[src/rtl/rx_frame_sync_pkg.sv]
// Shared frame-format constants and FSM encoding for the PSK receive deframer.
// The Tx framer imports the same values so both ends agree on the frame layout.
package rx_frame_sync_pkg;

  localparam int unsigned SYNC_LEN_DEFAULT    = 32;
  localparam logic [31:0] SYNC_WORD_DEFAULT   = 32'h1ACFFC1D;
  localparam int unsigned SYNC_TOL_DEFAULT    = 2;
  localparam int unsigned FRAME_BYTES_DEFAULT = 4;
  localparam int unsigned MISS_MAX_DEFAULT    = 3;

  // HUNT searches every bit position, PAYLOAD deserializes, CHECK verifies the next sync
  typedef enum logic [1:0] {
    ST_HUNT    = 2'd0,
    ST_PAYLOAD = 2'd1,
    ST_CHECK   = 2'd2
  } frame_state_e;

endpackage

[src/rtl/rx_frame_sync_correlator.sv]
// Sync word correlator: Hamming distance of the candidate window against the
// sync pattern and its bitwise inverse, each compared against the tolerance.
module rx_frame_sync_correlator
  import rx_frame_sync_pkg::*;
#(
  parameter int unsigned SYNC_LEN  = SYNC_LEN_DEFAULT,
  parameter logic [31:0] SYNC_WORD = SYNC_WORD_DEFAULT,
  parameter int unsigned SYNC_TOL  = SYNC_TOL_DEFAULT
) (
  input  logic [SYNC_LEN-1:0] sr_next,
  output logic                hit_n,
  output logic                hit_i
);

  localparam int unsigned        D_W     = $clog2(SYNC_LEN + 1);
  localparam logic [SYNC_LEN-1:0] PATTERN = SYNC_WORD[SYNC_LEN-1:0];
  localparam logic [D_W-1:0]      TOL     = D_W'(SYNC_TOL);

  logic [SYNC_LEN-1:0] diff_n;
  logic [SYNC_LEN-1:0] diff_i;
  logic [D_W-1:0]      dist_n;
  logic [D_W-1:0]      dist_i;

  // Popcount both XOR differences; a window within tolerance of either polarity is a hit
  always_comb begin
    diff_n = sr_next ^ PATTERN;
    diff_i = sr_next ^ ~PATTERN;
    dist_n = '0;
    dist_i = '0;
    for (int i = 0; i < SYNC_LEN; i++) begin
      dist_n = dist_n + D_W'(diff_n[i]);
      dist_i = dist_i + D_W'(diff_i[i]);
    end
    hit_n = (dist_n <= TOL);
    hit_i = (dist_i <= TOL);
  end

endmodule

[src/rtl/rx_frame_sync.sv]
// Frame synchronizer / deframer for the PSK receiver hard-decision bit stream.
// Hunts for the sync word in either polarity, then deserializes fixed-length
// payloads into a byte stream with a flywheel that tolerates a few missed syncs.
module rx_frame_sync
  import rx_frame_sync_pkg::*;
#(
  parameter int unsigned SYNC_LEN    = SYNC_LEN_DEFAULT,
  parameter logic [31:0] SYNC_WORD   = SYNC_WORD_DEFAULT,
  parameter int unsigned SYNC_TOL    = SYNC_TOL_DEFAULT,
  parameter int unsigned FRAME_BYTES = FRAME_BYTES_DEFAULT,
  parameter int unsigned MISS_MAX    = MISS_MAX_DEFAULT
) (
  input  logic        clk_16M384,
  input  logic        rst_16M384,
  input  logic        bit_in,
  input  logic        bit_valid,
  output logic [7:0]  data_tdata,
  output logic        data_tvalid,
  output logic        data_tlast,
  output logic        data_tuser,
  output logic        locked,
  output logic [15:0] frame_cnt,
  output logic [15:0] sync_miss_cnt
);

  localparam int unsigned PAY_BITS = FRAME_BYTES * 8;
  localparam int unsigned CNT_W    = $clog2(PAY_BITS + SYNC_LEN + 1);
  localparam int unsigned MISS_W   = $clog2(MISS_MAX + 1);

  localparam logic [CNT_W-1:0]  PAY_LAST  = CNT_W'(PAY_BITS - 1);
  localparam logic [CNT_W-1:0]  SYNC_LAST = CNT_W'(SYNC_LEN - 1);
  localparam logic [MISS_W-1:0] MISS_LAST = MISS_W'(MISS_MAX - 1);

  // Only the older SYNC_LEN-1 window bits and 7 byte bits need storage: the
  // newest bit always comes straight from bit_in when the window is evaluated.
  frame_state_e        state_q, state_d;
  logic [SYNC_LEN-2:0] sr_q, sr_d;
  logic [6:0]          byte_q, byte_d;
  logic [CNT_W-1:0]    bit_cnt_q, bit_cnt_d;
  logic [MISS_W-1:0]   miss_q, miss_d;
  logic                inv_q, inv_d;
  logic                locked_q, locked_d;
  logic [7:0]          tdata_q, tdata_d;
  logic                tvalid_q, tvalid_d;
  logic                tlast_q, tlast_d;
  logic                tuser_q, tuser_d;
  logic [15:0]         frame_cnt_q, frame_cnt_d;
  logic [15:0]         sync_miss_cnt_q, sync_miss_cnt_d;

  logic [SYNC_LEN-1:0] sr_next;
  logic [7:0]          byte_next;
  logic                hit_n;
  logic                hit_i;

  rx_frame_sync_correlator #(
    .SYNC_LEN  (SYNC_LEN),
    .SYNC_WORD (SYNC_WORD),
    .SYNC_TOL  (SYNC_TOL)
  ) u_correlator (
    .sr_next (sr_next),
    .hit_n   (hit_n),
    .hit_i   (hit_i)
  );

  // Next-state logic: everything advances only on a bit_valid strobe
  always_comb begin
    state_d         = state_q;
    sr_d            = sr_q;
    byte_d          = byte_q;
    bit_cnt_d       = bit_cnt_q;
    miss_d          = miss_q;
    inv_d           = inv_q;
    locked_d        = locked_q;
    tdata_d         = tdata_q;
    tvalid_d        = 1'b0;
    tlast_d         = 1'b0;
    tuser_d         = tuser_q;
    frame_cnt_d     = frame_cnt_q;
    sync_miss_cnt_d = sync_miss_cnt_q;

    sr_next   = {sr_q, bit_in};
    byte_next = {byte_q, bit_in ^ inv_q};

    if (bit_valid) begin
      sr_d = sr_next[SYNC_LEN-2:0];
      case (state_q)
        ST_HUNT: begin
          if (hit_n || hit_i) begin
            state_d   = ST_PAYLOAD;
            inv_d     = !hit_n;
            locked_d  = 1'b1;
            miss_d    = '0;
            bit_cnt_d = '0;
          end
        end

        ST_PAYLOAD: begin
          byte_d    = byte_next[6:0];
          bit_cnt_d = bit_cnt_q + 1'b1;
          if (bit_cnt_q[2:0] == 3'd7) begin
            tdata_d  = byte_next;
            tuser_d  = inv_q;
            tvalid_d = 1'b1;
            tlast_d  = (bit_cnt_q == PAY_LAST);
          end
          if (bit_cnt_q == PAY_LAST) begin
            state_d     = ST_CHECK;
            bit_cnt_d   = '0;
            frame_cnt_d = frame_cnt_q + 16'd1;
          end
        end

        ST_CHECK: begin
          bit_cnt_d = bit_cnt_q + 1'b1;
          if (bit_cnt_q == SYNC_LAST) begin
            bit_cnt_d = '0;
            if (hit_n || hit_i) begin
              miss_d  = '0;
              inv_d   = !hit_n;
              state_d = ST_PAYLOAD;
            end else begin
              miss_d = miss_q + 1'b1;
              if (sync_miss_cnt_q != 16'hFFFF) begin
                sync_miss_cnt_d = sync_miss_cnt_q + 16'd1;
              end
              if (miss_q == MISS_LAST) begin
                state_d  = ST_HUNT;
                locked_d = 1'b0;
              end else begin
                state_d = ST_PAYLOAD;
              end
            end
          end
        end

        default: begin
          state_d = ST_HUNT;
        end
      endcase
    end
  end

  // State, deserializer, counters and registered stream outputs
  always_ff @(posedge clk_16M384 or posedge rst_16M384) begin
    if (rst_16M384) begin
      state_q         <= ST_HUNT;
      sr_q            <= '0;
      byte_q          <= '0;
      bit_cnt_q       <= '0;
      miss_q          <= '0;
      inv_q           <= 1'b0;
      locked_q        <= 1'b0;
      tdata_q         <= '0;
      tvalid_q        <= 1'b0;
      tlast_q         <= 1'b0;
      tuser_q         <= 1'b0;
      frame_cnt_q     <= '0;
      sync_miss_cnt_q <= '0;
    end else begin
      state_q         <= state_d;
      sr_q            <= sr_d;
      byte_q          <= byte_d;
      bit_cnt_q       <= bit_cnt_d;
      miss_q          <= miss_d;
      inv_q           <= inv_d;
      locked_q        <= locked_d;
      tdata_q         <= tdata_d;
      tvalid_q        <= tvalid_d;
      tlast_q         <= tlast_d;
      tuser_q         <= tuser_d;
      frame_cnt_q     <= frame_cnt_d;
      sync_miss_cnt_q <= sync_miss_cnt_d;
    end
  end

  assign data_tdata    = tdata_q;
  assign data_tvalid   = tvalid_q;
  assign data_tlast    = tlast_q;
  assign data_tuser    = tuser_q;
  assign locked        = locked_q;
  assign frame_cnt     = frame_cnt_q;
  assign sync_miss_cnt = sync_miss_cnt_q;

endmodule
[config.mk]
export PLATFORM = sky130hd
export DESIGN_NAME = rx_frame_sync
export DESIGN_NICKNAME = d
export VERILOG_FILES = /design/src/rtl/rx_frame_sync_pkg.sv /design/src/rtl/rx_frame_sync_correlator.sv /design/src/rtl/rx_frame_sync.sv
export SDC_FILE = /design/constraint.sdc
export NUM_CORES = 1
export LEC_CHECK = 0
export BUFFER_PORTS_ARGS = -buffer_cell sky130_fd_sc_hd__buf_4
export CAP_MARGIN = 10
export CORE_MARGIN = 1
export CORE_UTILIZATION = 45
export DETAILED_ROUTE_END_ITERATION = 6
export PLACE_DENSITY = 0.69
export SYNTH_ARGS = -nofsm -noshare
export SYNTH_HDL_FRONTEND = slang
export SYNTH_SLANG_ARGS = --single-unit
[constraint.sdc]
create_clock -name clk_16M384 -period 8 [get_ports clk_16M384]
set_input_delay 1.6 -clock clk_16M384 [delete_from_list [all_inputs] [get_ports clk_16M384]]
set_output_delay 1.6 -clock clk_16M384 [all_outputs]
set_load 0.01 [all_outputs]
======== Yosys cells after proc, flatten, opt, wreduce, memory -nomap -nowiden ========
Index checks and enable logic that the tools add are counted.
word-level totals
  flip-flop bits (word level) ............. 94
  latch bits .............................. 0
  bits in writable memories ............... 0
  bits in read-only memories .............. 0
  input port bits ......................... 4
  output and inout port bits .............. 44
  logic and storage cells ................. 138
  memories kept ........................... 0
cells by class
  $add $sub $neg .......................... 66
  multiply operators ...................... 0
  divide/modulo/power cells ............... 0
  order comparisons ....................... 2
  equality and inequality tests ........... 11
  shifts and indexed selects .............. 0
  mux-type cells .......................... 27
  bitwise operators ....................... 4
  reductions and logical operators ........ 15
operators with widths
  operator                                                                           count
  6-bit by 1-bit adder with 6-bit output                                             60
  16-bit by 1-bit adder with 16-bit output (second input constant)                   2
  19-bit NOT                                                                         1
  16-bit inequality test (second input constant)                                     1
  1-bit two-way mux                                                                  14
  7-bit two-way mux                                                                  2
  7-bit case mux with 2 select lines                                                 1
  13-bit NOT                                                                         1
  6-bit by 2-bit less-or-equal comparator with 1-bit output (second input constant)  2
  2-bit two-way mux                                                                  6
  3-bit AND reduction                                                                4
  2-bit inequality test (second input constant)                                      5
  4-bit AND reduction                                                                2
  7-bit by 1-bit adder with 7-bit output (second input constant)                     1
  7-bit by 5-bit == test with 1-bit output (second input constant)                   1
  2-bit case mux with 3 select lines                                                 1
  6-bit AND reduction                                                                1
  5-bit AND reduction                                                                1
  1-bit by 1-bit adder with 2-bit output                                             2
  2-bit == test (second input constant)                                              2
  1-bit case mux with 2 select lines                                                 2
  2-bit case mux with 2 select lines                                                 1
  2-bit nonzero test                                                                 2
  3-bit == test (second input constant)                                              1
  9 further kinds                                                                    9

======== Depth between registers and ports, before layout ========
  depth in word-level cells ............... 37
  mapped depth ............................ 22
  gate-level depth less buffers ........... 21

======== Cells and area by module ========
Synthesis repeated with hierarchy kept, for this count alone.
unflattened totals
  cells, all modules ...................... 484
  area total of the unflattened synthesis .. 5696.7 µm²
by module, submodules not included
  module                    instances  cells an instance  area an instance (µm²)
  rx_frame_sync             1          330                4172.8
  rx_frame_sync_correlator  1          154                1524.0

======== Worst setup path before layout ========
No wires, ideal clock.
  path kind ............................... input port to flip-flop
  from .................................... in bit_in
  to ...................................... reg sync_miss_cnt_q[1], in the netlist sync_miss_cnt[1]
  library setup time ...................... 0.125 ns
  data arrival time ....................... 6.981 ns
  required time ........................... 7.875 ns
  setup slack ............................. 0.895 ns
  stages on the path ...................... 19
  cells stage by stage .................... inv_1 -> ha_1 -> inv_1 -> fa_1 -> fa_1 -> fa_1 -> fa_1 -> inv_1 -> fa_1 -> inv_1 -> fa_1 -> inv_1 -> fa_1 -> fa_1 -> a221o_1 -> o22ai_2 -> nor2_1 -> nand2_1 -> mux2_2
on the way
  longest elaborated chain between the ends .. 36
ends and longest elaborated chain
  what                                                       RTL line                        text
  start, declared                                            rx_frame_sync.sv:15             input logic bit_in,
  19-bit NOT (no source line)                                n/a
  1-bit by 1-bit adder with 2-bit output                     rx_frame_sync_correlator.sv:31  dist_n = dist_n + D_W'(diff_n[i]);
  6-bit by 1-bit adder with 6-bit output (30 in series)      rx_frame_sync_correlator.sv:31
  6-bit by 2-bit less-or-equal comparator with 1-bit output  rx_frame_sync_correlator.sv:34  hit_n = (dist_n <= TOL);
  1-bit logical OR (*)                                       rx_frame_sync.sv:117            if (hit_n || hit_i) begin
  1-bit NOT (no source line) (*)                             n/a
  5-bit AND reduction (no source line) (*)                   n/a
  end signal, assigned                                       rx_frame_sync.sv:172            sync_miss_cnt_q <= sync_miss_cnt_d;
  end, declared                                              rx_frame_sync.sv:48             logic [15:0] sync_miss_cnt_q, sync_miss_cnt_d;
Mark *: on every way between the ends. The rest lies on a longest branch, timed or not.
A chain may end at the register's enable or synchronous reset.

======== Final worst setup path ========
  from .................................... in bit_in
  to ...................................... reg bit_cnt_q[3]
on the way
  longest elaborated chain between the ends .. 36
ends and longest elaborated chain
  what                                                       RTL line                        text
  19-bit NOT (no source line)                                n/a
  1-bit by 1-bit adder with 2-bit output                     rx_frame_sync_correlator.sv:31
  6-bit by 1-bit adder with 6-bit output (30 in series)      rx_frame_sync_correlator.sv:31
  6-bit by 2-bit less-or-equal comparator with 1-bit output  rx_frame_sync_correlator.sv:34
  1-bit logical OR (*)                                       rx_frame_sync.sv:88             if (hit_n || hit_i) begin
  2-bit inequality test (no source line) (*)                 n/a
  3-bit AND reduction (no source line) (*)                   n/a
  end signal, assigned                                       rx_frame_sync.sv:163            bit_cnt_q <= bit_cnt_d;
  end, declared                                              rx_frame_sync.sv:39             logic [CNT_W-1:0] bit_cnt_q, bit_cnt_d;
Marks and branches as above.

==> flow_summary.json <==
{
  "status": "finished, violations left",
  "violations": "design-rule violations",
  "critical_path_class": "primary input to register",
  "die-area_um2": 12700,
  "critPathRequiredTime_ns": 8.23,
  "rsz0062_at_grt": "false",
  "grt_antenna_before_repair": 0,
  "path_delay_family": "adder cells",
  "synth-edff-count": 0,
  "crit_path_cell_trace": "buf_4 -> inv_1 -> ha_1 -> inv_1 -> fa_1 -> fa_1 -> fa_1 -> fa_1 -> inv_1 -> fa_1 -> inv_1 -> fa_1 -> inv_1 -> fa_1 -> fa_1 -> a221o_1 -> o221ai_2 -> o211ai_1 -> o21ai_1 -> o31ai_2",
  "ys_types": 48,
  "rows": 40,
  "clk_latency_ns": 0.35,
  "ys_top_cells_by_area": "dfrtp_1 43%, fa_1 17%, inv_1 6.4%, ha_1 5.7%, mux2_2 4.7%",
  "yosys-top-cells-count": "94 x dfrtp_1, 94 x inv_1, 49 x nand2_1",
  "routabilityCongestion": 0.851,
  "crit_top_cell": "fa_1",
  "setup_viol": 0,
  "root_buffer": "clkbuf_16",
  "fin_skew_ns": 0.00884,
  "grt_pass1_vias": 3727,
  "antenna_left": 0,
  "yosysWarningCount": 0,
  "grt_pass1_wl_um": 17900,
  "cts-buffers-inserted": 9,
  "period_minus_slack_ns": 7.17,
  "cts_sinks": 94,
  "portBuffers": 47,
  "syn_area_um2": 5530,
  "crit_arrival_ns": 7.39,
  "relSlewSlack": 0.407,
  "synth_seq_cells": 94,
  "cts_max_level": 3,
  "core_region_area_um2": 12000,
  "critPathMaxFanout": 7,
  "finalCritPeriodShare": 0.896,
  "drt_iter0_markers": 235,
  "tightestPinTransition_ns": 0.888,
  "crit_buf_inv": 6,
  "antennaDiodeCount": 0,
  "postCtsSetupBuffers": 0,
  "grt_usage": 0.181,
  "die_h_um": 113,
  "tritoncts": "done",
  "grt_max_degree": 65,
  "yosysTopAreaCell": "dfrtp_1",
  "vias": 3509,
  "die_width_um": 113,
  "drcViolationCount": 1,
  "ctsHoldBuffers": 0,
  "synth_area_per_cell_um2": 11.0,
  "ctsResizeCount": 0,
  "netlist_instances": 503,
  "fin_nets": 626,
  "gr-total-overflow": 0,
  "avgViaCountPerCell": 5.00,
  "report.final.slew_viol_count": 0,
  "layout-drive-gt1-share": 0.175,
  "finalSetupTns_ns": 0,
  "syn2layout_area_growth_pct": 13.6,
  "wirelength_um": 10200,
  "hold_path_class": "register to register",
  "slowest_stage": "fa_1",
  "synth_fp_nets": 579,
  "fmax_ghz": 0.140,
  "synth-seq-area-share": 0.426,
  "routedWlPerCell_um": 14.5,
  "first_pass_iters": 6,
  "clk_path_buf_depth": 2,
  "synth_ff_type": "dfrtp_1",
  "dp_hpwl_um": 7580,
  "cap_violations": 0,
  "initial_core_util": 0.460,
  "synthArstFlopShare": 1.00,
  "clk_pin_slew_ns": 0.07,
  "boundaryPins": 48,
  "max_stage_delay_ns": 0.54,
  "cp-end-kind": "register",
  "synth_top_cell_area_share": 0.426,
  "final_hold_viol_count": 0,
  "startpoint_type": "primary input"
}
[kinds of logic after synthesis]
family,Yosys count,share of synthesized area
adders and majority gates,72,0.227
AOI/OAI and AO/OA,54,0.0611
and+or+nand+nor,123,0.113
buffers and inverters,106,0.0777
xor gates and xnor gates,31,0.0491
DFF,94,0.426
muxes,23,0.0469
[registers in the layout (all words and copies together), names as in the netlist]
register and count:
bit_cnt_q 7, byte_q 7, data_tdata 8, data_tlast 1
data_tuser 1, data_tvalid 1, frame_cnt 16, inv_q 1
locked 1, miss_q 2, sr_q 31, state_q 2
sync_miss_cnt 16
[cell usage in the layout, fill, tap and decap left out, types with 2 or more instances in the layout]
master and n:
fa_1 47, clkinvlp_4 3, nand3_1 18, and4_1 3, clkinv_2 2, o21ai_1 3, and2_1 2, a32o_1 2
xnor2_1 22, nand4_1 8, o21ai_0 30, ha_1 25, dfrtp_1 94, clkbuf_16 9, nor3b_1 2, or3_1 2
nor2_1 17, mux2_2 23, inv_1 93, nor3_1 3, o211ai_1 2, nand4b_1 2, xor2_1 9, a21oi_1 6
nand2_1 49, buf_4 48, and3_1 8
[stage by stage]
stage / hold slack (ns) / instance area, um2 / setup slack [ns] / utilization / std cells
after floorplan: 0.452 / 5530 / 0.895 / - / 503
after global placement: 0.465 / 6000 / 0.624 / 0.499 / 686
after detailed placement: 0.473 / 6000 / 0.484 / 0.499 / 686
after CTS: 0.482 / 6280 / 0.833 / 0.523 / 702
after global routing: 0.507 / 6280 / 0.519 / 0.523 / 702
final: 0.477 / 6280 / 0.834 / 0.523 / 702
[path summary, 6_finish.rpt]
| kind | from | end | slack, ns | cells after the start |
|---|---|---|---|---|
| min reg2reg | frame_cnt[15] | frame_cnt[15] | 0.48 | 1 |
| max reg2reg | sr_q[0] | bit_cnt_q[3] | 1.85 | 18 |
| min in group asynchronous | rst_16M384 | sr_q[14] | 1.42 | 2 |
| max | bit_in | bit_cnt_q[3] | 0.83 | 20 |
| max in group asynchronous | rst_16M384 | data_tdata[4] | 5.52 | 3 |
| min | frame_cnt[15] | frame_cnt[15] | 0.48 | 1 |
[layer usage]
metal	GRT usage	part of all wire
met2	0.295	0.48
met1	0.240	0.48
met4	0.0649	0.019
met5	0	0
met3	0.0396	0.029
[final cells by class]
class | count | area [um2]
timing repair buffer | 48 | 360
sequential | 94 | 2350
fill | 1072 | 5730
inverter | 94 | 354
clock buffer | 10 | 239
clock inverter | 6 | 45.0
tap | 147 | 184
multi-input combinational | 303 | 2750
Power is left out: the tool's default activity adds up to more than one toggle a clock period on the data nets, which glitch-free logic cannot reach.
